**config.mk**
```make
export PLATFORM = sky130hd
export DESIGN_NAME = periph_ctrl
export DESIGN_NICKNAME = d
export VERILOG_FILES = /design/src/rtl/periph_ctrl.sv
export SDC_FILE = /design/constraint.sdc
export NUM_CORES = 1
export LEC_CHECK = 0
export CORE_ASPECT_RATIO = 1.25
export CORE_UTILIZATION = 56
export DETAILED_ROUTE_END_ITERATION = 8
export PLACE_DENSITY = 0.84
export SYNTH_ARGS = -nofsm -noshare
export SYNTH_HDL_FRONTEND = slang
export SYNTH_SLANG_ARGS = --single-unit
```
**constraint.sdc**
```tcl
create_clock -name clk -period 6.55 [get_ports clk]
set_clock_uncertainty 0.05 [all_clocks]
set_input_delay 1.31 -clock clk [delete_from_list [all_inputs] [get_ports clk]]
set_output_delay 1.31 -clock clk [all_outputs]
set_load 0.02 [all_outputs]
```
**src/rtl/periph_ctrl.sv**
```systemverilog
// ---------------------------------------------------------------------------
// periph_ctrl : memory-mapped peripheral block with a reloading timer, an
// LED register, a seven-segment register and an optional cycle counter.
//
// Register map (byte offsets from BASE_ADDR, addr[1:0] ignored):
//   0x00 TH      rw 32b  timer reload value
//   0x04 TL      rw 32b  timer count
//   0x08 TCON    rw 3b   [0] timer enable, [1] irq enable, [2] irq status
//   0x0C LED     rw 8b
//   0x10 DIGI    rw 12b  [11:8] anode select, [7:0] segments
//   0x14 SYSTICK ro 32b  free-running cycle count, reads 0 when not built
//
// Ports:
//   clk    in   system clock, rising edge
//   reset  in   asynchronous active-low reset
//   addr   in   32b CPU byte address
//   wdata  in   32b store data
//   we     in   store strobe
//   re     in   load strobe
//   rdata  out  32b load data (combinational, 0 when not loading or unmapped)
//   irq    out  TCON[1] & TCON[2], from register state only
//   led    out  8b LED register
//   digi   out  12b seven-segment register
//
// Build option: define PERIPH_SYSTICK_EN to build the SYSTICK counter.
// ---------------------------------------------------------------------------
module periph_ctrl #(
   parameter logic [31:0] BASE_ADDR = 32'h4000_0000
) (
   input  logic        clk,
   input  logic        reset,
   input  logic [31:0] addr,
   input  logic [31:0] wdata,
   input  logic        we,
   input  logic        re,
   output logic [31:0] rdata,
   output logic        irq,
   output logic [7:0]  led,
   output logic [11:0] digi
);

   localparam logic [31:0] A_TH   = BASE_ADDR + 32'h00;
   localparam logic [31:0] A_TL   = BASE_ADDR + 32'h04;
   localparam logic [31:0] A_TCON = BASE_ADDR + 32'h08;
   localparam logic [31:0] A_LED  = BASE_ADDR + 32'h0C;
   localparam logic [31:0] A_DIGI = BASE_ADDR + 32'h10;
   localparam logic [31:0] A_TICK = BASE_ADDR + 32'h14;

   logic [31:0] th;
   logic [31:0] tl;
   logic [2:0]  tcon;
   logic [7:0]  led_q;
   logic [11:0] digi_q;
   logic [31:0] systick;

   logic hit_th, hit_tl, hit_tcon, hit_led, hit_digi, hit_tick;
   logic ovf;
   logic set_sts;
   logic unused_addr_lsb;

   // Word decode: the byte offset within a word does not select anything.
   assign hit_th   = (addr[31:2] == A_TH[31:2]);
   assign hit_tl   = (addr[31:2] == A_TL[31:2]);
   assign hit_tcon = (addr[31:2] == A_TCON[31:2]);
   assign hit_led  = (addr[31:2] == A_LED[31:2]);
   assign hit_digi = (addr[31:2] == A_DIGI[31:2]);
   assign hit_tick = (addr[31:2] == A_TICK[31:2]);
   assign unused_addr_lsb = &{1'b0, addr[1:0]};

   // Overflow is the reload cycle; it raises status only with irq enabled.
   assign ovf     = tcon[0] & (tl == 32'hFFFF_FFFF);
   assign set_sts = ovf & tcon[1];

   always_ff @(posedge clk or negedge reset) begin
      if (!reset) begin
         th <= '0;
      end else if (we && hit_th) begin
         th <= wdata;
      end
   end

   // A CPU store to TL takes priority over counting in the same cycle.
   always_ff @(posedge clk or negedge reset) begin
      if (!reset) begin
         tl <= '0;
      end else if (we && hit_tl) begin
         tl <= wdata;
      end else if (tcon[0]) begin
         tl <= ovf ? th : tl + 32'd1;
      end
   end

   // Status is sticky: only a store with wdata[2]=0 clears it, and an
   // overflow in the same cycle as that store still wins.
   always_ff @(posedge clk or negedge reset) begin
      if (!reset) begin
         tcon <= '0;
      end else if (we && hit_tcon) begin
         tcon <= {set_sts | wdata[2], wdata[1:0]};
      end else if (set_sts) begin
         tcon[2] <= 1'b1;
      end
   end

   always_ff @(posedge clk or negedge reset) begin
      if (!reset) begin
         led_q  <= '0;
         digi_q <= '0;
      end else begin
         if (we && hit_led)  led_q  <= wdata[7:0];
         if (we && hit_digi) digi_q <= wdata[11:0];
      end
   end

`ifdef PERIPH_SYSTICK_EN
   always_ff @(posedge clk or negedge reset) begin
      if (!reset) begin
         systick <= '0;
      end else begin
         systick <= systick + 32'd1;
      end
   end
`else
   assign systick = '0;
`endif

   always_comb begin
      rdata = '0;
      if (re) begin
         if (hit_th)        rdata = th;
         else if (hit_tl)   rdata = tl;
         else if (hit_tcon) rdata = {29'd0, tcon};
         else if (hit_led)  rdata = {24'd0, led_q};
         else if (hit_digi) rdata = {20'd0, digi_q};
         else if (hit_tick) rdata = systick;
      end
   end

   assign irq  = tcon[1] & tcon[2];
   assign led  = led_q;
   assign digi = digi_q;

endmodule

```
==> results.toml <==
[floorplan]
dieArea_mm2 = 0.0104
ios = 121
rows = 40
coreArea_mm2 = 0.00966
start_util_pct = 57.7
die_h_um = 114
die_w_um = 91.2

[placement]
globalplace.congestion = 0.896
postPlaceCellArea_mm2 = 0.00678
io_buffers = 118
dp_hpwl_um = 10800
pre_cts_ws_ns = 0.774
dp_cells = 788

[clocking]
clk_latency_ns = 0.35
cts-root-buf = "clkbuf_16"
post_cts_buffers = 0
cts_tree = "built"
cts_max_level = 3
path_clk_slew_ns = 0.06
cts_resized = 0
cts_sinks = 87
numCtsBuffers = 9
cts_hold_buf = 0
clock_path_buffers = 2

[route]
routed_wl_um = 15900
remaining_drc_errors = 0
dr.pass1.iters = 5
vias = 5303
antenna_left = 0
first_iter_violations = 470
wire_per_inst_um = 19.8
viasPerCell = 6.60

[synthesis]
ys_seq_area_share_pct = 39.1
async_flop_share_pct = 100
synth_enable_flop_cells = 0
synth_area_mm2 = 0.00557
synth_largest_area_cell = "dfrtp_1"
synth.top_cell.area_share_pct = 39.1
ys_warn_count = 0
synth_area_leaders = "dfrtp_1 (39%), mux2_2 (9.5%), nor2b_1 (4.7%)"
synth-main-ff-cell = "dfrtp_1"
synth.distinct_cells = 58
synth.avg_cell_area_um2 = 9.56
netlist_instances = 583
ys_ff_latch = 87
syn-num-nets = 652

[global_routing]
grt_remaining_overflow = 0
first_global_vias = 5200
antenna_found_initial = 0
grt_max_degree = 88
globalRouteTotalUtil_pct = 31.8
grt_pass1_wl_um = 25900

[worst_setup_path]
worstSetupStartpoint = "addr[12]"
worstPathCellList = "clkdlybuf4s50_1 -> or4_4 -> or3_1 -> or4b_4 -> o22ai_1 -> o211a_1 -> clkdlybuf4s50_1"
cp.required_ns = 5.19
crit_top_cell = "clkdlybuf4s50_1"
crit_type = "in -> out"
crit_fanout = 8
arrival_ns = 4.44
r2r_start = "tl[0]"
cp-end-kind = "output pin"
max_stage_delay_ns = 0.62
cp.buffers_inverters = 2
cp_slowest_cell = "or4b_4"
cp-start-kind = "primary input"
critical-path-top-delay-family = "simple AND/OR/NAND/NOR gates"

[final_layout]
final_nets = 742
num_antenna_cells = 0
stdcell_count = 804
drive_gt1_share_pct = 14.3
area_growth_pct = 26.9
fin_area_mm2 = 0.00707

[timing]
max_slew_margin_pct = 24.3
period_minus_slack_ns = 5.80
tightest_slew_ns = 1.14
final-hold-violation-count = 0
setup_slack_ns = 0.749
setup_tns_ns = 0
rsz0062_at_grt = "no"
timing.fmax_mhz = 172
fin_crit_sh_pct = 88.6
slew_viol_final = 0
setup_viol = 0

[run]
cap_violations = 0

[power]
power_density_mw_per_mm2 = 159
power.leakage_nw = 2.99
finalPower_w = 0.00113
ir_drop_v = 0.000138

[min_path]
min_path_type = "reg -> reg"
hold_path.startpoint = "th[25]"

[outcome]
status = "complete, no violations"
cell families (layout without fill, tap and decap cells):
logic type	count (synthesis)	in the layout	synth area share [%]
compound gates	138	138	16.4
xor+xnor	10	10	1.57
fa+ha+maj	1	1	0.224
buf+inv	58	153	4.60
flops	87	87	39.1
mux	82	82	16.7
simple gates	207	207	21.5
layout make-up:
type	instances	area (um^2)
multi-input cells	438	3150
fillers	699	2590
flip-flops and latches	87	2180
repair buffers	130	1270
clock buffers	10	229
well taps	126	158
clock inverters	6	61.3
inverters	7	26.3
synth_stat cells (all sizes together) (3+ instances only):
master   n
o211a    5
o31a     4
a21oi   13
nor3    22
clkbuf  35
nand4   21
and4     4
o31ai    4
dfrtp   87
mux2    57
nor4    17
nand2   27
nand3   29
a31oi   15
and3     9
o21ai   43
xor2     7
o21a     4
nor2b   42
nor2    20
o22ai    5
buf     16
a22oi   25
xnor2    3
mux2i   25
or4      5
inv      7
report_power, final:
group          total [W]    switching (W)  internal [W]
sequential      0.000537  0.0000000000632      0.000537
combinational  0.0000771        0.0000354     0.0000417
clock           0.000512         0.000218      0.000294
total            0.00113         0.000253      0.000873
metrics by stage:
| step | util (%) | hold slack, ns |
|---|---|---|
| floorplan | - | 0.441 |
| global placement | 70.2 | 0.456 |
| detailed placement | 70.2 | 0.468 |
| CTS | 73.2 | 0.484 |
| global route | 73.2 | 0.498 |
| finish | 73.2 | 0.483 |
layer usage:
metal	global-route usage [%]	up-vias	share of wire (%)
met5	0	-	0
met4	18.6	0	3.8
met3	4.53	54	7.4
met2	54.3	303	50
met1	38.4	2574	39
li1	-	2372	-
layout by cell type (no fill, tap or decap), types with 3 or more instances in the layout:
master,netlist,routed
a31oi_1,15,15
o211a_1,5,5
nor3_1,22,21
xor2_1,7,7
o31ai_1,4,4
o21ai_1,3,3
mux2_4,10,10
inv_1,7,7
clkdlybuf4s50_1,0,117
nand3_1,29,29
or4_1,3,3
xnor2_1,3,3
o21ai_0,40,40
mux2i_1,25,25
nor4_1,13,13
buf_4,0,13
nor2b_1,42,42
o22ai_1,5,5
a21oi_1,13,13
clkbuf_16,0,9
dfrtp_1,87,87
nor4_2,4,3
nand2_1,27,27
a22oi_1,25,25
nor2_1,19,19
mux2_2,47,47
o21a_1,4,4
o31a_1,4,4
nand4_1,21,21
and4_1,4,4
clkinv_2,0,3
and3_1,9,9
worst paths after layout:
path,endpoint,slack [ns],cells past startpoint
max,rdata[3],0.75,7
min,th[25],0.48,1
max reg2reg,tl[12],3.23,6
min reg2reg,th[25],0.48,1
max in group asynchronous,digi[3],4.59,1
min in group asynchronous,th[25],1.11,1
state kept, by name, indices dropped and copies added, names as in the netlist:
signal  flops
th         32
tl         32
digi       12
led         8
tcon        3
No activity file was read; power rests on OpenSTA's default activity.
